===== src/rtl/laser_fire_ctrl.sv =====
// laser_fire_ctrl
//   Turns raw trigger/reload pushbuttons into a single-cycle active-low fire
//   request for the laser driver. Enforces a magazine and a post-shot
//   lockout, and runs a timed reload sequence.
//
// Ports
//   clock        system clock
//   reset        synchronous, active-high reset
//   trigger_btn  raw trigger button (asynchronous, 1 = pressed)
//   reload_btn   raw reload button (asynchronous, 1 = pressed)
//   fire_n       active-low fire request, low for one cycle per shot
//   ammo         rounds remaining
//   reloading    high while reloading
//   busy         high whenever the controller is not idle
//   dry_fire     one-cycle pulse on a trigger press with an empty magazine

// Per-button synchroniser + debouncer. press is high for one cycle, the
// cycle after the debounced level rises.
module laser_fire_ctrl_debounce #(
   parameter int unsigned CYCLES = 500000
) (
   input  logic clock,
   input  logic reset,
   input  logic btn,
   output logic press
);
   localparam logic [31:0] LAST = 32'(CYCLES - 1);

   logic        s1;
   logic        s2;
   logic        level;
   logic        level_q;
   logic [31:0] cnt;

   always_ff @(posedge clock) begin
      if (reset) begin
         s1      <= 1'b0;
         s2      <= 1'b0;
         level   <= 1'b0;
         level_q <= 1'b0;
         cnt     <= '0;
      end else begin
         s1      <= btn;
         s2      <= s1;
         level_q <= level;
         if (s2 == level) begin
            cnt <= '0;
         end else if (cnt == LAST) begin
            level <= s2;
            cnt   <= '0;
         end else begin
            cnt <= cnt + 32'd1;
         end
      end
   end

   assign press = level & ~level_q;
endmodule

// state   | meaning
// IDLE    | ready; accepts trigger and reload presses
// LOCKOUT | shot just fired; driver is mid-cycle, all presses dropped
// RELOAD  | reload timer running; magazine refills on expiry
module laser_fire_ctrl #(
   parameter int unsigned DEBOUNCE_CYCLES = 500000,
   parameter int unsigned LOCKOUT_CYCLES  = 200000000,
   parameter int unsigned RELOAD_CYCLES   = 150000000,
   parameter int unsigned MAX_AMMO        = 6
) (
   input  logic       clock,
   input  logic       reset,
   input  logic       trigger_btn,
   input  logic       reload_btn,
   output logic       fire_n,
   output logic [3:0] ammo,
   output logic       reloading,
   output logic       busy,
   output logic       dry_fire
);
   typedef enum logic [1:0] {IDLE, LOCKOUT, RELOAD} state_t;

   localparam logic [3:0]  FULL        = 4'(MAX_AMMO);
   localparam logic [31:0] LOCKOUT_END = 32'(LOCKOUT_CYCLES - 1);
   localparam logic [31:0] RELOAD_END  = 32'(RELOAD_CYCLES - 1);

   logic        trig_press;
   logic        rel_press;
   state_t      state_q;
   state_t      state_d;
   logic [31:0] timer_q;
   logic [31:0] timer_d;
   logic [3:0]  ammo_d;
   logic        fire_n_d;
   logic        dry_fire_d;

   laser_fire_ctrl_debounce #(.CYCLES(DEBOUNCE_CYCLES)) u_trig_db (
      .clock (clock),
      .reset (reset),
      .btn   (trigger_btn),
      .press (trig_press)
   );

   laser_fire_ctrl_debounce #(.CYCLES(DEBOUNCE_CYCLES)) u_rel_db (
      .clock (clock),
      .reset (reset),
      .btn   (reload_btn),
      .press (rel_press)
   );

   always_ff @(posedge clock) begin
      if (reset) begin
         state_q   <= IDLE;
         timer_q   <= '0;
         ammo      <= FULL;
         fire_n    <= 1'b1;
         dry_fire  <= 1'b0;
         reloading <= 1'b0;
         busy      <= 1'b0;
      end else begin
         state_q   <= state_d;
         timer_q   <= timer_d;
         ammo      <= ammo_d;
         fire_n    <= fire_n_d;
         dry_fire  <= dry_fire_d;
         reloading <= (state_d == RELOAD);
         busy      <= (state_d != IDLE);
      end
   end

   always_comb begin
      state_d    = state_q;
      timer_d    = timer_q;
      ammo_d     = ammo;
      fire_n_d   = 1'b1;
      dry_fire_d = 1'b0;
      case (state_q)
         IDLE: begin
            if (trig_press && (ammo != 4'd0)) begin
               // A shot takes priority; a simultaneous reload press is dropped.
               fire_n_d = 1'b0;
               ammo_d   = ammo - 4'd1;
               state_d  = LOCKOUT;
               timer_d  = '0;
            end else begin
               // Empty magazine: dry fire and a reload may start together.
               if (trig_press) begin
                  dry_fire_d = 1'b1;
               end
               if (rel_press && (ammo != FULL)) begin
                  state_d = RELOAD;
                  timer_d = '0;
               end
            end
         end
         LOCKOUT: begin
            if (timer_q == LOCKOUT_END) begin
               state_d = IDLE;
               timer_d = '0;
            end else begin
               timer_d = timer_q + 32'd1;
            end
         end
         RELOAD: begin
            if (timer_q == RELOAD_END) begin
               ammo_d  = FULL;
               state_d = IDLE;
               timer_d = '0;
            end else begin
               timer_d = timer_q + 32'd1;
            end
         end
         default: begin
            state_d = IDLE;
            timer_d = '0;
         end
      endcase
   end
endmodule


===== config.mk =====
export PLATFORM = sky130hd
export DESIGN_NAME = laser_fire_ctrl
export DESIGN_NICKNAME = d
export VERILOG_FILES = /design/src/rtl/laser_fire_ctrl.sv
export SDC_FILE = /design/constraint.sdc
export NUM_CORES = 1
export LEC_CHECK = 0
export CAP_MARGIN = 10
export CORE_ASPECT_RATIO = 0.9
export CORE_UTILIZATION = 52
export DETAILED_ROUTE_END_ITERATION = 10
export GPL_ROUTABILITY_DRIVEN = 0
export PLACE_DENSITY = 0.69
export SYNTH_ARGS = -nofsm -noshare
export SYNTH_HDL_FRONTEND = slang
export SYNTH_HIERARCHICAL = 1
export SYNTH_SLANG_ARGS = --single-unit

===== constraint.sdc =====
create_clock -name clock -period 4.3 [get_ports clock]
set_input_delay 0.43 -clock clock [delete_from_list [all_inputs] [get_ports clock]]
set_output_delay 0.43 -clock clock [all_outputs]
set_load 0.02 [all_outputs]

==> impl_metrics.py, run 1 <==
metrics = {
    "finish": {
        "diodes": 0,
        "layout_commonest_cell": "dfxtp_1",
        "area_growth_pct": 13.0,
        "fin_nets": 692,
        "layout_common_cells": "114 x dfxtp_1, 74 x nor2_1, 52 x nand2_1",
        "layout-drive-gt1-share_pct": 9.39,
        "layout.cells.non_filler": 821,
        "num-fill-cells": 908,
    },
    "global_route": {
        "grt_max_degree": 33,
        "overflow": 0,
        "grt_pass1_wl_microns": 21600,
        "track_usage_pct": 23.7,
        "grt_pass1_vias": 4705,
        "antenna_found_initial": 0,
    },
    "sta": {
        "hold_viol": 0,
        "clock.fmax_ghz": 0.356,
        "slew_headroom_pct": 51.6,
        "setup_viol": 0,
        "slew_violations": 0,
        "tns_ns": 0,
        "fin_crit_ns": 2.81,
        "period_share_pct": 65.3,
        "worstMarginPinSlew_ns": 0.727,
        "finalClockSkew_ns": 0.00875,
        "rsz0062_at_grt": "no",
    },
    "power": {
        "comb_power_share_pct": 1.0,
        "p_clk_share_pct": 54.3,
        "peakVddDrop_mv": 0.314,
        "leakagePower_uw": 0.00193,
        "seq_power_share_pct": 44.7,
        "p_int_uw": 1880,
        "switching_share_pct": 20.8,
        "p_sw_uw": 494,
        "p_per_area_mw_per_mm2": 369,
    },
    "synthesis": {
        "ys_seq_elements": 114,
        "syn_area_sq_mm": 0.00569,
        "synthFlopType": "dfxtp_1",
        "async_flop_share_pct": 0,
        "netlist-cell-type-count": 58,
        "avgSynthCellArea_sq_um": 8.41,
        "synthCells": 676,
        "ys_seq_area_share_pct": 40.1,
        "mappedNetlistNets": 689,
        "yosys_warnings": 6,
        "synth_edf_count": 0,
    },
    "clock_network": {
        "numCtsBuffers": 17,
        "cts-root-buf": "clkbuf_16",
        "hold_buffers": 0,
        "clock_sinks": 114,
        "cts_setup_buffers": 0,
        "cts_resized": 0,
        "clk_pin_slew_ns": 0.05,
        "cts_max_level": 4,
        "cts_max_path_buffers": 2,
        "cts_tree": "yes",
        "worstSkewPairLatency_ns": 0.41,
    },
    "setup_path": {
        "cp_max_fo": 22,
        "crit_start": "timer_q[28]$_SDFFE_PP0P_",
        "crit_chain": "or4b_4, or4_4, o31ai_4, a21boi_2, o21ai_4, nor2_1",
        "worstPathRequired_ns": 4.57,
        "rr_startpoint": "timer_q[28]$_SDFFE_PP0P_",
        "end_kind": "register",
        "cp_slowest_stage_delay_ns": 0.57,
        "cp_slowest_cell": "o21ai_4",
        "cp-start-kind": "register",
        "arrival_ns": 3.08,
        "crit_type": "reg -> reg",
    },
    "outcome": {
        "status": "finished, final reports clean",
    },
    "floorplan": {
        "initial_core_util_pct": 54.6,
        "rows": 35,
        "die_area_sq_mm": 0.0114,
        "die_x_microns": 112,
        "coreArea_sq_mm": 0.0104,
        "chipHeight_microns": 101,
        "io_pins": 12,
    },
    "routing": {
        "wire_per_inst_microns": 15.5,
        "drtIter0Drc": 320,
        "ant_nets": 0,
        "routed_wirelength_microns": 12700,
        "firstDrtPassIters": 5,
        "drc": 0,
        "num_vias": 5056,
        "via_per_inst": 6.16,
    },
    "hold_path": {
        "hp-start": "u_trig_db/s1$_SDFF_PP0_",
        "hold_path_class": "reg -> reg",
    },
    "placement": {
        "hpwl_microns": 8420,
        "io_buffers": 11,
        "place_inst": 788,
    },
    "run": {
        "max_cap_viol_count": 0,
    },
}
final timing paths:
kind | slack (ns) | depth (start not counted) | endpoint
worst max-delay path | 1.49 | 6 | timer_q[19]$_SDFFE_PP0P_
worst max register to register | 1.49 | 6 | timer_q[19]$_SDFFE_PP0P_
worst min-delay path | 0.43 | 1 | u_trig_db/s2$_SDFF_PP0_
worst min register to register | 0.43 | 1 | u_trig_db/s2$_SDFF_PP0_
Yosys cell counts, drive strengths merged, types with 3 or more instances:
| cell | instances | area, sq um |
|---|---|---|
| dfxtp | 114 | 2280 |
| nor2 | 77 | 297 |
| nand2 | 52 | 195 |
| a21oi | 42 | 210 |
| nand3 | 41 | 210 |
| nand4 | 35 | 244 |
| or4 | 33 | 251 |
| xnor2 | 29 | 254 |
| o21ai | 24 | 131 |
| o31ai | 24 | 194 |
| nor4 | 23 | 144 |
| clkbuf | 22 | 82.6 |
| xor2 | 19 | 166 |
| inv | 16 | 60.1 |
| nor3 | 16 | 80.1 |
| or3 | 14 | 87.6 |
| and4 | 9 | 81.3 |
| buf | 9 | 62.6 |
| ha | 9 | 113 |
| nor2b | 9 | 56.3 |
| and3 | 7 | 45.1 |
| a31oi | 6 | 43.8 |
| or4b | 6 | 63.8 |
| and2 | 5 | 31.3 |
| nand3b | 4 | 30.0 |
| nor4b | 4 | 35.0 |
| or2 | 4 | 25.0 |
| o21ba | 3 | 30.0 |
through the flow:
stage,area [sq um],hold WS [ns],setup WS (ns),utilization (%),total power (uW)
finish,6430,0.434,1.49,61.7,2370
CTS,6410,0.441,1.50,61.5,2400
floorplan,5690,0.414,1.91,-,1100
global route,6430,0.473,1.31,61.7,2450
global placement,5860,0.418,1.63,56.3,1110
detailed placement,5860,0.429,1.50,56.3,1110
sequential cells by signal (all words and copies together), names as in the netlist, 2 cells and up:
name and flops:
ammo 4, state_q 2, timer_q 32, u_rel_db/cnt 32, u_trig_db/cnt 32
cell type report:
cell class                 instances  area [sq um]  share of cell area [%]
tap                              129           161                    2.51
clock buffer                      20           457                    7.11
clock inverter                    12          90.1                    1.40
sequential                       114          2280                    35.5
timing repair buffer              15           148                    2.30
multi-input combinational        515          3230                    50.2
inverter                          16          60.1                   0.935
power by group through the flow:
stage	combinational, uW	sequential, uW	clock, uW
2_1_floorplan	15.5	1080	0
6_report	23.6	1060	1290
5_1_grt	26.0	1060	1360
4_1_cts	22.9	1060	1310
3_5_place_dp	22.9	1080	0
3_3_place_gp	22.2	1080	0
worst max-delay path, delay by kind of cell (launching register included):
kind | cells | cell delay (ns)
DFF | 1 | 0.34
AOI/OAI and AO/OA | 3 | 1.15
and+or+nand+nor | 3 | 1.17
cells by family after synthesis:
| family | count (synthesis) | synth area share (%) |
|---|---|---|
| fa+ha+maj | 9 | 1.98 |
| compound gates | 109 | 12.3 |
| xor+xnor | 48 | 7.39 |
| buf+inv | 47 | 3.61 |
| mux | 1 | 0.198 |
| simple gates | 348 | 34.4 |
| flops | 114 | 40.1 |
routing by layer:
layer | wire (microns) | up-vias | global-route usage, %
li1 | - | 2509 | -
met1 | 5970 | 2395 | 29.9
met2 | 5930 | 126 | 38.1
met3 | 557 | 26 | 6.34
met4 | 240 | 0 | 10.9
met5 | 0 | - | 0
Power figures use the tool's default switching activity.
==> run 2: changes to the inputs <==
- clock period: 4.3 -> 2.8 ns (I/O delays scaled with it)
==> impl_metrics.py, run 2 (synthesis results as in run 1) <==
metrics = {
    "outcome": {
        "status": "finished, final reports clean",
    },
    "sta": {
        "setup_viol": 0,
        "hold_viol": 0,
        "slew_violations": 0,
        "worstMarginPinSlew_ns": 0.699,
        "clock.fmax_ghz": 0.390,
        "period_share_pct": 91.6,
        "rsz0062_at_grt": "no",
        "finalClockSkew_ns": 0.0108,
        "fin_crit_ns": 2.56,
        "slew_headroom_pct": 53.1,
        "tns_ns": 0,
    },
    "clock_network": {
        "cts_max_level": 4,
        "hold_buffers": 0,
        "cts_tree": "yes",
        "cts_setup_buffers": 0,
        "cts-root-buf": "clkbuf_16",
        "numCtsBuffers": 17,
        "clock_sinks": 114,
        "clk_pin_slew_ns": 0.05,
        "cts_resized": 0,
        "cts_max_path_buffers": 2,
        "worstSkewPairLatency_ns": 0.42,
    },
    "power": {
        "p_int_uw": 3130,
        "p_per_area_mw_per_mm2": 592,
        "p_sw_uw": 761,
        "p_clk_share_pct": 57.1,
        "switching_share_pct": 19.6,
        "seq_power_share_pct": 41.9,
        "peakVddDrop_mv": 0.391,
        "p_total_uw": 3890,
        "comb_power_share_pct": 1.0,
        "leakagePower_uw": 0.00200,
    },
    "routing": {
        "wire_per_inst_microns": 15.6,
        "routed_wirelength_microns": 12900,
        "drc": 0,
        "ant_nets": 0,
        "drtIter0Drc": 383,
        "firstDrtPassIters": 5,
        "num_vias": 5091,
        "via_per_inst": 6.14,
    },
    "floorplan": {
        "io_pins": 12,
        "chipHeight_microns": 101,
        "coreArea_sq_mm": 0.0104,
        "die_area_sq_mm": 0.0114,
        "die_x_microns": 112,
        "initial_core_util_pct": 54.6,
        "rows": 35,
    },
    "finish": {
        "layout_commonest_cell": "dfxtp_1",
        "area_growth_pct": 15.4,
        "layout_common_cells": "114 x dfxtp_1, 74 x nor2_1, 52 x nand2_1",
        "layout.cells.non_filler": 829,
        "layout-drive-gt1-share_pct": 10.4,
        "top_regs": "timer_q: 32 flops, u_rel_db/cnt: 32 flops, u_trig_db/cnt: 32 flops",
        "diodes": 0,
        "fin_nets": 701,
    },
    "global_route": {
        "overflow": 0,
        "antenna_found_initial": 0,
        "grt_pass1_wl_microns": 21900,
        "grt_max_degree": 33,
        "grt_pass1_vias": 4698,
        "track_usage_pct": 23.9,
    },
    "setup_path": {
        "end_kind": "register",
        "cp_max_fo": 7,
        "arrival_ns": 2.90,
        "crit_type": "reg -> reg",
        "worstPathRequired_ns": 3.14,
        "cp-start-kind": "register",
    },
    "placement": {
        "hpwl_microns": 8630,
        "io_buffers": 11,
        "place_inst": 798,
    },
    "hold_path": {
        "hold_path_class": "in -> reg",
    },
    "run": {
        "max_cap_viol_count": 0,
    },
}
run 2: cell count changes in the layout (fill, tap and decap cells not counted), sizes merged:
cell,change
buf,+9
bufinv,+2
clkbuf,+2
clkinv,-5
run 2: metrics by stage:
step | area [sq um] | worst slack (ns) | hold slack (ns) | util (%)
after floorplan | 5690 | 0.405 | 0.352 | -
after global routing | 6570 | 0.0624 | 0.425 | 63.0
after global placement | 5950 | 0.367 | 0.417 | 57.1
final | 6570 | 0.236 | 0.424 | 63.0
after CTS | 6570 | 0.277 | 0.409 | 63.0
after detailed placement | 5950 | 0.300 | 0.428 | 57.1
run 2: cell type report:
| cell class | count | area, sq um |
|---|---|---|
| fill | 872 | 3860 |
| timing repair buffer | 24 | 220 |
| multi-input combinational | 515 | 3230 |
| inverter | 16 | 60.1 |
| clock buffer | 22 | 484 |
| clock inverter | 9 | 129 |
| sequential | 114 | 2280 |
| tap | 129 | 161 |
run 2: final timing paths:
| path | startpoint | to | slack [ns] | cells after the start |
|---|---|---|---|---|
| worst max register to register | timer_q[0]$_SDFFE_PP0P_ | timer_q[26]$_SDFFE_PP0P_ | 0.24 | 7 |
| worst max-delay path | timer_q[0]$_SDFFE_PP0P_ | timer_q[26]$_SDFFE_PP0P_ | 0.24 | 7 |
| worst min register to register | u_trig_db/s1$_SDFF_PP0_ | u_trig_db/s2$_SDFF_PP0_ | 0.43 | 1 |
| worst min-delay path | reload_btn | u_rel_db/s1$_SDFF_PP0_ | 0.42 | 2 |
run 2: layer usage:
layer / up-vias / global-route usage [%] / routed length (microns)
met5: - / 0 / 0
met3: 23 / 4.91 / 517
met1: 2409 / 30.4 / 5990
met4: 0 / 10.1 / 219
met2: 139 / 39.8 / 6170
li1: 2520 / - / -
run 2: worst max-delay path: stages, from the launching register on:
cell	delay (ns)
dfxtp_1	0.39
ha_1	0.22
nand3_2	0.16
or2_2	0.37
nor4_1	0.42
nand2_1	0.12
or4b_2	0.65
a31oi_1	0.17
run 2: power by group through the flow:
stage	logic, uW	registers [uW]	clock network, uW
after floorplan	23.8	1660	0
after global placement	39.3	1660	0
after detailed placement	40.1	1660	0
after CTS	40.1	1630	2260
after global routing	43.3	1630	2310
final	39.7	1630	2220
==> run 3: changes to the inputs <==
- CORE_MARGIN: not set -> 1
- SLEW_MARGIN: not set -> 20
==> results of run 3 <==
Same layout as run 2: the final DEF is identical, and so are final timing and power.
